--- config.mk ---
export PLATFORM = sky130hd
export DESIGN_NAME = affine_filter_stream_11
export DESIGN_NICKNAME = d
export VERILOG_FILES = /design/src/rtl/affine_filter_pkg.sv /design/src/rtl/affine_round_clip.sv /design/src/rtl/affine_filter_stream_11.sv
export SDC_FILE = /design/constraint.sdc
export NUM_CORES = 1
export LEC_CHECK = 0
export CAP_MARGIN = 20
export CORE_UTILIZATION = 53
export CTS_BUF_LIST = sky130_fd_sc_hd__clkbuf_2 sky130_fd_sc_hd__clkbuf_4 sky130_fd_sc_hd__clkbuf_8
export CTS_CLUSTER_DIAMETER = 30
export DETAILED_ROUTE_END_ITERATION = 8
export PLACE_DENSITY = 0.73
export SLEW_MARGIN = 10
export SYNTH_ARGS = -nofsm -noshare
export SYNTH_HDL_FRONTEND = slang
export SYNTH_SLANG_ARGS = --single-unit
--- constraint.sdc ---
create_clock -name clk -period 7.4 [get_ports clk]
set_input_delay 1.48 -clock clk [delete_from_list [all_inputs] [get_ports clk]]
set_output_delay 1.48 -clock clk [all_outputs]
set_load 0.01 [all_outputs]
--- src/rtl/affine_filter_pkg.sv ---
// Shared constants, coefficient row type and the 16-phase coefficient table for the
// 6-tap affine interpolation filter.
package affine_filter_pkg;

  localparam int unsigned DATA_W    = 11;
  localparam int unsigned COEF_W    = 8;
  localparam int unsigned NTAPS     = 6;
  localparam int unsigned NFRAC     = 16;
  localparam int unsigned PROD_W    = DATA_W + COEF_W;
  localparam int unsigned SUM_W     = PROD_W + 3;
  localparam int          ROUND_OFS = 32;
  localparam int unsigned SHIFT     = 6;
  localparam logic [2:0]  FILL_FULL = 3'd6;

  typedef logic signed [COEF_W-1:0] coef_t;
  typedef coef_t coef_row_t [NTAPS];

  // Every row sums to 64 so a flat input passes through unchanged.
  localparam coef_row_t COEF [NFRAC] = '{
    '{ 8'sd0,  8'sd0,  8'sd64,  8'sd0,   8'sd0,  8'sd0},
    '{ 8'sd1, -8'sd3,  8'sd63,  8'sd4,  -8'sd2,  8'sd1},
    '{ 8'sd1, -8'sd5,  8'sd62,  8'sd8,  -8'sd3,  8'sd1},
    '{ 8'sd2, -8'sd8,  8'sd60,  8'sd13, -8'sd4,  8'sd1},
    '{ 8'sd2, -8'sd10, 8'sd57,  8'sd19, -8'sd5,  8'sd1},
    '{ 8'sd2, -8'sd11, 8'sd53,  8'sd24, -8'sd6,  8'sd2},
    '{ 8'sd2, -8'sd9,  8'sd47,  8'sd31, -8'sd8,  8'sd1},
    '{ 8'sd3, -8'sd11, 8'sd45,  8'sd34, -8'sd10, 8'sd3},
    '{ 8'sd3, -8'sd11, 8'sd40,  8'sd40, -8'sd11, 8'sd3},
    '{ 8'sd3, -8'sd10, 8'sd35,  8'sd44, -8'sd11, 8'sd3},
    '{ 8'sd2, -8'sd10, 8'sd31,  8'sd48, -8'sd10, 8'sd3},
    '{ 8'sd2, -8'sd8,  8'sd25,  8'sd51, -8'sd9,  8'sd3},
    '{ 8'sd1, -8'sd5,  8'sd19,  8'sd54, -8'sd8,  8'sd3},
    '{ 8'sd1, -8'sd4,  8'sd14,  8'sd57, -8'sd6,  8'sd2},
    '{ 8'sd0, -8'sd3,  8'sd9,   8'sd60, -8'sd4,  8'sd2},
    '{ 8'sd0, -8'sd2,  8'sd4,   8'sd62, -8'sd2,  8'sd2}
  };

endpackage

--- src/rtl/affine_round_clip.sv ---
// Rounds the tap sum to sample precision. AFFINE_CLIP_EN selects saturation to the
// DATA_W signed range; otherwise the low DATA_W bits wrap.
module affine_round_clip
  import affine_filter_pkg::*;
(
  input  logic signed [SUM_W-1:0]  sum_i,
  output logic signed [DATA_W-1:0] data_o
);

  logic signed [SUM_W-1:0] rounded;

  assign rounded = (sum_i + SUM_W'(ROUND_OFS)) >>> SHIFT;

`ifdef AFFINE_CLIP_EN
  localparam logic signed [SUM_W-1:0] MaxVal = SUM_W'((2 ** (DATA_W - 1)) - 1);
  localparam logic signed [SUM_W-1:0] MinVal = -SUM_W'(2 ** (DATA_W - 1));

  always_comb begin
    data_o = rounded[DATA_W-1:0];
    if (rounded > MaxVal) begin
      data_o = {1'b0, {(DATA_W - 1){1'b1}}};
    end else if (rounded < MinVal) begin
      data_o = {1'b1, {(DATA_W - 1){1'b0}}};
    end
  end
`else
  logic unused_rounded_hi;

  assign unused_rounded_hi = ^rounded[SUM_W-1:DATA_W];
  assign data_o            = rounded[DATA_W-1:0];
`endif

endmodule

--- src/rtl/affine_filter_stream_11.sv ---
// Streaming 6-tap affine interpolation filter: sliding window, product stage, round/clip
// stage. Optional output saturation via AFFINE_CLIP_EN (see affine_round_clip).
module affine_filter_stream_11
  import affine_filter_pkg::*;
(
  input  logic                     clk,
  input  logic                     rst,
  input  logic                     in_valid,
  output logic                     in_ready,
  input  logic                     in_sol,
  input  logic signed [DATA_W-1:0] in_data,
  input  logic [3:0]               in_frac,
  output logic                     out_valid,
  input  logic                     out_ready,
  output logic signed [DATA_W-1:0] out_data
);

  typedef logic signed [DATA_W-1:0] sample_t;
  typedef logic signed [PROD_W-1:0] prod_t;

  sample_t    win_q  [NTAPS];
  sample_t    win_d  [NTAPS];
  prod_t      prod_q [NTAPS];
  prod_t      prod_d [NTAPS];
  logic [2:0] fill_q, fill_d;
  logic [3:0] frac_q, frac_d;
  logic       launch_q, launch_d;
  logic       s1_valid_q, s1_valid_d;
  logic       out_valid_q, out_valid_d;
  sample_t    out_data_q, out_data_d;

  logic                    enable;
  logic                    accept;
  logic signed [SUM_W-1:0] sum;
  sample_t                 rc_data;

  // One global enable stalls every stage together while the output is held.
  assign enable    = !out_valid_q || out_ready;
  assign accept    = in_valid && enable;
  assign in_ready  = enable;
  assign out_valid = out_valid_q;
  assign out_data  = out_data_q;

  always_comb begin
    sum = '0;
    for (int i = 0; i < NTAPS; i++) begin
      sum = sum + SUM_W'(prod_q[i]);
    end
  end

  affine_round_clip u_round_clip (
    .sum_i  (sum),
    .data_o (rc_data)
  );

  always_comb begin
    win_d       = win_q;
    prod_d      = prod_q;
    fill_d      = fill_q;
    frac_d      = frac_q;
    launch_d    = launch_q;
    s1_valid_d  = s1_valid_q;
    out_valid_d = out_valid_q;
    out_data_d  = out_data_q;
    if (enable) begin
      launch_d = 1'b0;
      if (accept) begin
        for (int i = 0; i < NTAPS - 1; i++) begin
          win_d[i] = win_q[i+1];
        end
        win_d[NTAPS-1] = in_data;
        if (in_sol) begin
          fill_d = 3'd1;
        end else if (fill_q != FILL_FULL) begin
          fill_d = fill_q + 3'd1;
        end
        frac_d   = in_frac;
        launch_d = (fill_d == FILL_FULL);
      end
      for (int i = 0; i < NTAPS; i++) begin
        prod_d[i] = PROD_W'(win_q[i]) * PROD_W'(COEF[frac_q][i]);
      end
      s1_valid_d  = launch_q;
      out_valid_d = s1_valid_q;
      if (s1_valid_q) begin
        out_data_d = rc_data;
      end
    end
  end

  always_ff @(posedge clk) begin
    if (rst) begin
      for (int i = 0; i < NTAPS; i++) begin
        win_q[i]  <= '0;
        prod_q[i] <= '0;
      end
      fill_q      <= '0;
      frac_q      <= '0;
      launch_q    <= 1'b0;
      s1_valid_q  <= 1'b0;
      out_valid_q <= 1'b0;
      out_data_q  <= '0;
    end else begin
      win_q       <= win_d;
      prod_q      <= prod_d;
      fill_q      <= fill_d;
      frac_q      <= frac_d;
      launch_q    <= launch_d;
      s1_valid_q  <= s1_valid_d;
      out_valid_q <= out_valid_d;
      out_data_q  <= out_data_d;
    end
  end

endmodule

; Word-level counts from Yosys, hierarchy flattened
; Memories as Yosys holds them, arrays and structs flattened.
; Index checks and enable logic that the tools add are counted.
[word_totals]
wordCells = 48
mem_bits_rw = 0
latchBits = 0
n_memories = 1
mem_bits_ro = 768
register_bits = 189
inputBits = 20
output_inout_bits = 13
[mem_list]
columns = memory, words, word_bits, rd, rd_ports_with_merged_regs, wr, line
row1 = (no name shown), 16, 48, 1, 0, 0, affine_filter_stream_11.sv:81  ; prod_d[i] = PROD_W'(win_q[i]) * PROD_W'(COEF[frac_q][i]);
[classes]
n_reduce_logical = 5
shift = 0
addsub = 7
n_bitwise = 1
div_mod_pow = 0
order_cmp = 1
mul = 6
n_mux = 7
n_eq_ne = 2
[ops]
columns = cell, n
row1 = $mul 11x8->17, 6
row2 = $mux 48, 2
row3 = $add 17x17->17, 5
row4 = $add 17x7->17 const B, 1
row5 = $mux 3, 4
row6 = $ge 5x5->1 const B, 1
row7 = $not 4->5, 1
row8 = $reduce_and 2->1, 2
row9 = $add 3x1->3 const B, 1
row10 = $eq 3x3->1 const B, 1
row11 = $ne 3x3->1 const B, 1
row12 = $logic_and 1x1->1, 1
row13 = $logic_not 1->1, 1
row14 = $logic_or 1x1->1, 1
row15 = $mux 1, 1

; Longest topological paths before layout
; Gate-level depths: netlist of run 1.
[logic_depth]
ltp_word = 7
ltp_mapped = 25
mapped_depth_nobuf = 23

; Modules after synthesis
; From an unflattened synthesis of run 1, not the netlist that was laid out.
[hier_totals]
hier_cells = 2870
area_unflattened_um2 = 24247.0
[modules_own_cells]
columns = module, seq_area_each_um2, cells_each, n_inst, area_per_inst_um2
row1 = affine_filter_stream_11, 4023.9, 2844, 1, 24050.6
row2 = affine_round_clip, 0.0, 26, 1, 196.4

; Least setup slack after synthesis of run 1
; Ideal clock, no wire load.
[synth_path]
path_kind = register to register
startpoint = reg frac_q[1]
endpoint = reg prod_q[92] (netlist bit)
setup_time_ns = 0.117
t_arrival_ns = 5.217
required_time_ns = 7.283
synth_period_minus_slack_ns = 5.334
path_stages_with_launch = 22
setup_slack_ns = 2.066
path_cell_list = dfxtp_1 -> inv_1 -> ha_1 -> buf_2 -> nand2_2 -> inv_2 -> buf_2 -> clkbuf_1 -> nor2b_1 -> fa_1 -> fa_1 -> fa_1 -> inv_1 -> fa_1 -> inv_1 -> ha_1 -> or3_1 -> o21a_1 -> a221oi_2 -> o21ai_1 -> xnor2_1 -> a22o_1
[synth_between]
elab_chain_len = 5
[synth_rtl]
columns = item, line
row1 = "start, declared", affine_filter_stream_11.sv:26  ; logic [3:0] frac_q, frac_d;
row2 = "start signal, assigned", affine_filter_stream_11.sv:107  ; frac_q <= frac_d;
row3 = $not 4->5 (not written as such), affine_filter_stream_11.sv:81
row4 = $mem_v2 16x48, --
row5 = $mux 48 (2 in a row), --
row6 = $mul 11x8->17, affine_filter_stream_11.sv:81
row7 = "end signal, assigned", affine_filter_stream_11.sv:105  ; prod_q <= prod_d;
row8 = "end, declared", affine_filter_stream_11.sv:23  ; prod_t prod_q [NTAPS];
; No other way between the ends. The select of a mux whose other input is x is not followed.
; A chain may end at the register's enable or synchronous reset.

; Worst setup path after layout of run 1
[layout_path]
startpoint = reg frac_q[2]
endpoint = reg prod_q[92] (netlist bit)
; Same word-level chain as after synthesis.

==> results of run 1 <==
==> worst max-delay path: cells and delay by family (launching register included) <==
kind / cells / cell delay [ns]
buf+inv: 3 / 0.76
simple gates: 4 / 1.34
fa+ha+maj: 5 / 2.29
flops: 1 / 0.61
xor+xnor: 1 / 0.14
compound gates: 5 / 1.13
==> cells by family after synthesis <==
kind of cell,count (synthesis),synth area share [%]
multiplexers,9,0.530
XOR/XNOR,85,3.39
AO/OA/AOI/OAI,385,10.4
AND/OR/NAND/NOR,825,18.2
buffers and inverters,571,9.84
adder cells (fa/ha/maj),531,40.4
flip-flops,189,17.2
==> sequential cells by signal, indices dropped and copies added, names as in the netlist <==
signal and flops:
fill_q 3, frac_q 4, launch_q 1, out_data 11, out_valid 1, prod_q 102, s1_valid_q 1, win_q 66
==> synth_stat cells, drive strengths merged, types with 3 or more instances <==
cell	n	share of area [%]
a211oi	23	0.81
a21o	25	0.85
a21oi	199	4.5
a221oi	4	0.19
a22o	5	0.20
a31oi	16	0.48
a41oi	3	0.12
and2	166	4.7
and3	19	0.54
buf	21	0.44
clkbuf	88	1.5
dfxtp	189	17
fa	296	27
ha	235	13
inv	462	7.9
mux2i	6	0.27
nand2	367	6.3
nand2b	17	0.48
nand3	25	0.57
nand4	8	0.23
nor2	88	1.5
nor2b	76	2.2
nor3	31	0.71
nor4b	5	0.20
o211ai	7	0.26
o21a	14	0.48
o21ai	61	1.4
o21bai	7	0.24
o31ai	3	0.10
or2	6	0.17
or3	6	0.17
or4	5	0.19
xnor2	67	2.7
xor2	18	0.72
==> area by class of cell <==
class | count | area (um^2) | area share, %
timing repair buffer | 57 | 523 | 2.26
tap | 532 | 666 | 2.88
multi-input combinational | 1835 | 16000 | 69.3
clock buffer | 18 | 248 | 1.07
inverter | 462 | 1740 | 7.50
sequential | 189 | 3780 | 16.4
clock inverter | 14 | 148 | 0.638
==> layer usage <==
layer / global-route usage [%] / share of wire [%] / routed length [um]
met5: 0 / 0 / 0
met4: 7.09 / 2.3 / 1220
met3: 3.60 / 5.6 / 3010
met2: 44.4 / 48 / 25700
met1: 36.0 / 44 / 23900
==> power groups by stage <==
| stage | Sequential, mW | Clock [mW] | Combinational [mW] |
|---|---|---|---|
| after floorplan | 1.10 | 0 | 0.558 |
| after global placement | 1.13 | 0 | 0.733 |
| after detailed placement | 1.13 | 0 | 0.760 |
| after CTS | 1.10 | 0.722 | 0.767 |
| after global routing | 1.11 | 0.759 | 0.864 |
| final | 1.10 | 0.710 | 0.769 |
==> placed cells by master, fill, tap and decap left out, drive strengths merged, types with 4 or more instances in the layout <==
cell type,n
dfxtp,189
a221oi,4
a211oi,23
nand3,25
and3,19
nor2,88
a21o,25
clkbuf,18
xor2,18
fa,296
o211ai,7
or4,5
a21oi,199
o21bai,7
nor2b,76
mux2i,6
inv,469
nand2b,17
xnor2,67
o21a,14
nand4,8
nor4b,5
buf,26
o21ai,61
and2,166
or2,6
clkinv,5
nand2,367
a22o,5
nor3,31
or3,6
a31oi,16
clkdlybuf4s50,31
ha,235
==> worst min-delay path by stage <==
stage / slack, ns / from / endpoint / cells after the start
2_1_floorplan: 0.43 / prod_q[3]$_SDFFE_PP0N_ / prod_q[3]$_SDFFE_PP0N_ / 2
3_3_place_gp: 0.44 / out_data[5]$_SDFFE_PP0P_ / out_data[5]$_SDFFE_PP0P_ / 2
3_5_place_dp: 0.45 / prod_q[76]$_SDFFE_PP0N_ / prod_q[76]$_SDFFE_PP0N_ / 2
4_1_cts: 0.46 / prod_q[76]$_SDFFE_PP0N_ / prod_q[76]$_SDFFE_PP0N_ / 2
5_1_grt: 0.48 / out_data[5]$_SDFFE_PP0P_ / out_data[5]$_SDFFE_PP0P_ / 2
6_report: 0.46 / prod_q[76]$_SDFFE_PP0N_ / prod_q[76]$_SDFFE_PP0N_ / 2
==> through the flow <==
step | cell area [um^2] | power (mW) | std cells | hold slack, ns
2_1_floorplan | 22000 | 1.66 | 2595 | 0.432
3_3_place_gp | 22700 | 1.86 | 3072 | 0.441
3_5_place_dp | 22700 | 1.89 | 3073 | 0.447
4_1_cts | 23100 | 2.59 | 3105 | 0.463
5_1_grt | 23100 | 2.73 | 3107 | 0.479
6_report | 23100 | 2.58 | 3107 | 0.461
==> impl_metrics.tcl, run 1 <==
set metrics [dict create \
    vdd_drop_max_uv 180 \
    status "complete, no violations" \
    final_util_pct 56.6 \
    placeableCoreArea_um2 40800 \
    power_density_nw_per_um2 112 \
    path_cells "nor2_1 -> nand2_2 -> inv_2 -> nor2b_1 -> fa_1 -> inv_1 -> fa_1 -> fa_1 -> fa_1 -> inv_1 -> ha_1 -> o21ai_1 -> nor2_1 -> o21a_1 -> a221oi_2 -> o21ai_1 -> xnor2_1 -> a22o_1" \
    share_comb_of_total_power_pct 29.8 \
    grt_antenna_before_repair 0 \
    htreeDepth 4 \
    fp.dieArea_um2 42300 \
    grt_pass1_vias 17100 \
    path_clk_slew_ns 0.11 \
    r2r_slack_ns 1.01 \
    number_of_flops_mapped_to_enable_cells_by_yosys 0 \
    synthesis.nets 3146 \
    cts_max_path_buffers 2 \
    netSwitchingFraction_pct 37.4 \
    n_antenna_cell 0 \
    post_drt_via_cell_ratio 5.49 \
    cts-hold-fix-buffers 0 \
    timing.critical_path.to "prod_q[92]$_SDFFE_PP0N_" \
    fillers 3666 \
    timing.setup.critical_path_class "reg -> reg" \
    root_buffer "clkbuf_8" \
    hold_class "reg -> reg" \
    route.final.wire_length_mm 53.8 \
    gpl.final_weighted_congestion 0.891 \
    critical-path-top-cell-by-count "fa_1" \
    max_cap_viol_count 0 \
    crit_required_ns 7.83 \
    power.share.clock_pct 27.5 \
    worst-endpoint-arrival_ns 6.82 \
    ys_async_sr_fraction_pct 0 \
    setup_viol 0 \
    die_height_um 206 \
    area_growth_pct 5.33 \
    horizontal_die_dimension_um 206 \
    worstSetupEndpointType "flip-flop" \
    synthCells 2595 \
    vias 17000 \
    synth_warnings 0 \
    worst-path-max-fanout 40 \
    synth.ff_latch_count 189 \
    intPower_mw 1.62 \
    rsz_0062_raised_after_global_routing "false" \
    post_synthesis_instance_area_um2 22000 \
    clock-sinks 189 \
    crit_path_start "frac_q[2]$_SDFFE_PP0P_" \
    dp_worst_setup_slack_ns 1.04 \
    gr-usage-all-layers_pct 26.5 \
    tritoncts.num_buffers 17 \
    timing.rr.start "frac_q[2]$_SDFFE_PP0P_" \
    p_seq_share_pct 42.7 \
    placement.io_buffers 32 \
    achievable-frequency_ghz 0.157 \
    net-switching-power_uw 965 \
    synth_sequential_area_ratio_pct 17.2 \
    cts_resized 0 \
    worst-slew-pin-transition_ns 1.02 \
    antenna_left 0 \
    min_period_over_period_pct 86.3 \
    global_route.overflow_total 0 \
    drt_drc_violations_left 0 \
    worst_setup_path_start_kind "flip-flop" \
    leakage_nw 11.3 \
    ios 33 \
    slowest_delay_ns 0.71 \
    wl_per_cell_um 17.3 \
    yosys_most_used_dff "dfxtp_1" \
    hold_viol_final 0 \
    grt_first_pass_wirelength_mm 87.2 \
    cts_tree "done" \
    finalWorstPathRequiredPeriod_ns 6.39 \
    grt_start_max_net_pins 73 \
    slew_violations 0 \
    postLayoutSetupSlackWorst_ns 1.01 \
    floorplan.initialDensity_pct 53.8 \
    clk_lat_worst_skew_ns 0.54 \
    syn-mean-instance-area_um2 8.46 \
    r2r_cells 18 \
    fin_skew_ns 0.0281 \
    critical_path.reg2reg.endpoint "prod_q[92]$_SDFFE_PP0N_" \
    postCtsSetupRepairBufs 0 \
    synth.distinct_cells 68 \
    placementRows 74 \
    timing.slew.headroom_pct 31.8 \
    dr.first_iter.drc_count 1172 \
    dp.final_hpwl_mm 42.8 \
    totalNegativeSetupSlack_ns 0 \
    fraction_of_final_layout_cells_sized_beyond_drive_strength_1_pct 3.30 \
    final_nets 3113 \
    critical-path-slowest-cell "nor2_1" \
    dr.pass1.iters 5 \
]
Note: power is estimated with default switching activity, not from simulation.
==> run 2, diff against run 1 <==
--- a/config.mk
+++ b/config.mk
@@ -10,6 +10,7 @@
 export CTS_BUF_LIST = sky130_fd_sc_hd__clkbuf_2 sky130_fd_sc_hd__clkbuf_4 sky130_fd_sc_hd__clkbuf_8
 export CTS_CLUSTER_DIAMETER = 30
 export DETAILED_ROUTE_END_ITERATION = 8
+export HOLD_SLACK_MARGIN = 0.1
 export PLACE_DENSITY = 0.73
 export SLEW_MARGIN = 10
 export SYNTH_ARGS = -nofsm -noshare
==> results of run 2 <==
Final layout, timing and power as in run 1 (identical DEF).
==> run 3, diff against run 2 <==
--- a/config.mk
+++ b/config.mk
@@ -6,12 +6,12 @@
 export NUM_CORES = 1
 export LEC_CHECK = 0
 export CAP_MARGIN = 20
-export CORE_UTILIZATION = 53
+export CORE_UTILIZATION = 30
 export CTS_BUF_LIST = sky130_fd_sc_hd__clkbuf_2 sky130_fd_sc_hd__clkbuf_4 sky130_fd_sc_hd__clkbuf_8
 export CTS_CLUSTER_DIAMETER = 30
 export DETAILED_ROUTE_END_ITERATION = 8
 export HOLD_SLACK_MARGIN = 0.1
-export PLACE_DENSITY = 0.73
+export PLACE_DENSITY = 0.48
 export SLEW_MARGIN = 10
 export SYNTH_ARGS = -nofsm -noshare
 export SYNTH_HDL_FRONTEND = slang
==> impl_metrics.tcl, run 3 (same netlist as run 1, synthesis figures left out) <==
set metrics [dict create \
    placement.io_buffers 32 \
    dp.final_hpwl_mm 47.4 \
    power.share.clock_pct 29.0 \
    grt_pass1_vias 17100 \
    most_frequent_cells_in_the_layout "460 x inv_1, 365 x nand2_1, 296 x fa_1" \
    hold_viol_final 0 \
    area_growth_pct 7.74 \
    worst-slew-pin-transition_ns 1.18 \
    postCtsSetupRepairBufs 0 \
    worst-path-max-fanout 40 \
    net-switching-power_uw 985 \
    dr.first_iter.drc_count 970 \
    p_seq_share_pct 41.8 \
    cts_tree "done" \
    vdd_drop_max_uv 107 \
    ios 33 \
    slew_violations 0 \
    worstSetupEndpointType "flip-flop" \
    share_comb_of_total_power_pct 29.2 \
    worst_setup_path_start_kind "flip-flop" \
    totalNegativeSetupSlack_ns 0 \
    critical-path-slowest-cell "nor2_1" \
    busiest_layer "met2" \
    number_of_flip_flops_in_the_largest_register 102 \
    intPower_mw 1.70 \
    floorplan.initialDensity_pct 30.5 \
    gr-usage-all-layers_pct 16.6 \
    leakage_nw 11.3 \
    grt_use_met1_pct 22.8 \
    power_density_nw_per_um2 113 \
    min_period_over_period_pct 87.9 \
    placementRows 98 \
    drt_drc_violations_left 0 \
    cts_resized 0 \
    finalWorstPathRequiredPeriod_ns 6.50 \
    dpl.cell_count 3490 \
    tritoncts.num_buffers 17 \
    root_buffer "clkbuf_8" \
    worst-endpoint-arrival_ns 6.97 \
    final_common_cell "inv_1" \
    max_flop_register "prod_q" \
    achievable-frequency_ghz 0.154 \
    post_drt_via_cell_ratio 4.67 \
    clock-sinks 189 \
    wl_per_cell_um 16.9 \
    status "complete, no violations" \
    grt_antenna_before_repair 0 \
    route.final.wire_length_mm 59.4 \
    fin_skew_ns 0.0185 \
    cts-hold-fix-buffers 0 \
    path_clk_slew_ns 0.11 \
    antenna_left 0 \
    rsz_0062_raised_after_global_routing "false" \
    delay_heaviest_family_cp "adder cells" \
    path_cells "nor2_1 -> nand2_2 -> inv_2 -> nor2b_2 -> and2_1 -> ha_1 -> fa_1 -> fa_1 -> inv_1 -> fa_1 -> inv_1 -> ha_1 -> a21oi_1 -> o21ai_0 -> nor3_1 -> a21oi_1 -> a31oi_1 -> xnor2_1 -> a22o_1" \
    timing.setup.critical_path_class "reg -> reg" \
    placeableCoreArea_um2 72000 \
    fp.dieArea_um2 74300 \
    met3_usage_pct 2.21 \
    clk_lat_worst_skew_ns 0.58 \
    n_antenna_cell 0 \
    horizontal_die_dimension_um 273 \
    path_buf_inv 3 \
    critical-path-top-cell-by-count "fa_1" \
    global_route.overflow_total 0 \
    grt_start_max_net_pins 155 \
    max_cap_viol_count 0 \
    grt_first_pass_wirelength_mm 95.4 \
    die_height_um 273 \
    globalRouteMet2Util_pct 26.6 \
    cell_area_after_layout_um2 23700 \
    timing.slew.headroom_pct 21.1 \
    dpl_cell_area_um2 23200 \
    netSwitchingFraction_pct 36.8 \
    dr.pass1.iters 5 \
    setup_viol 0 \
    vias 16400 \
    cts_max_path_buffers 2 \
    htreeDepth 4 \
    gpl.final_weighted_congestion 0.870 \
    fraction_of_final_layout_cells_sized_beyond_drive_strength_1_pct 3.23 \
    slowest_delay_ns 0.82 \
    hold_class "reg -> reg" \
    crit_required_ns 7.87 \
    final_nets 3111 \
    layout.cells.non_filler 3523 \
]
## run 3: tightest hold or removal path: cells and delay by family, from the launching register on
family / cells / cell delay, ns
AOI/OAI and AO/OA: 1 / 0.05
DFF: 1 / 0.32
and+or+nand+nor: 1 / 0.05
## run 3: stage by stage
step / util [%] / hold slack [ns] / power (mW) / worst slack [ns]
final: 32.9 / 0.455 / 2.68 / 0.895
after global routing: 32.9 / 0.474 / 2.87 / 0.553
after CTS: 32.9 / 0.457 / 2.73 / 0.965
after detailed placement: 32.3 / 0.442 / 1.93 / 0.997
after global placement: 32.3 / 0.441 / 1.92 / 1.17
after floorplan: - / 0.432 / 1.66 / 2.07
## run 3: final cells by class
cell class / count / area (um^2)
clock inverter: 15 / 185
tap: 950 / 1190
sequential: 189 / 3780
inverter: 462 / 1740
multi-input combinational: 1835 / 16000
clock buffer: 17 / 234
fill: 7598 / 48300
timing repair buffer: 55 / 507
## run 3: power groups by stage
stage	combinational, mW	sequential, mW	clock (mW)
2_1_floorplan	0.558	1.10	0
3_5_place_dp	0.779	1.15	0
5_1_grt	0.895	1.12	0.848
6_report	0.783	1.12	0.778
4_1_cts	0.787	1.12	0.817
3_3_place_gp	0.773	1.15	0
## run 3: layer usage
metal / wire length (um) / share of wire (%)
met1: 28800 / 48
met2: 27000 / 45
met3: 2100 / 3.5
met4: 1540 / 2.6
met5: 0 / 0
## run 3: worst paths after layout
path,from,end,slack (ns),cells past startpoint
min,out_data[2]$_SDFFE_PP0P_,out_data[2]$_SDFFE_PP0P_,0.45,2
max,frac_q[2]$_SDFFE_PP0P_,prod_q[73]$_SDFFE_PP0N_,0.90,19
min reg2reg,out_data[2]$_SDFFE_PP0P_,out_data[2]$_SDFFE_PP0P_,0.45,2
max reg2reg,frac_q[2]$_SDFFE_PP0P_,prod_q[73]$_SDFFE_PP0N_,0.90,19
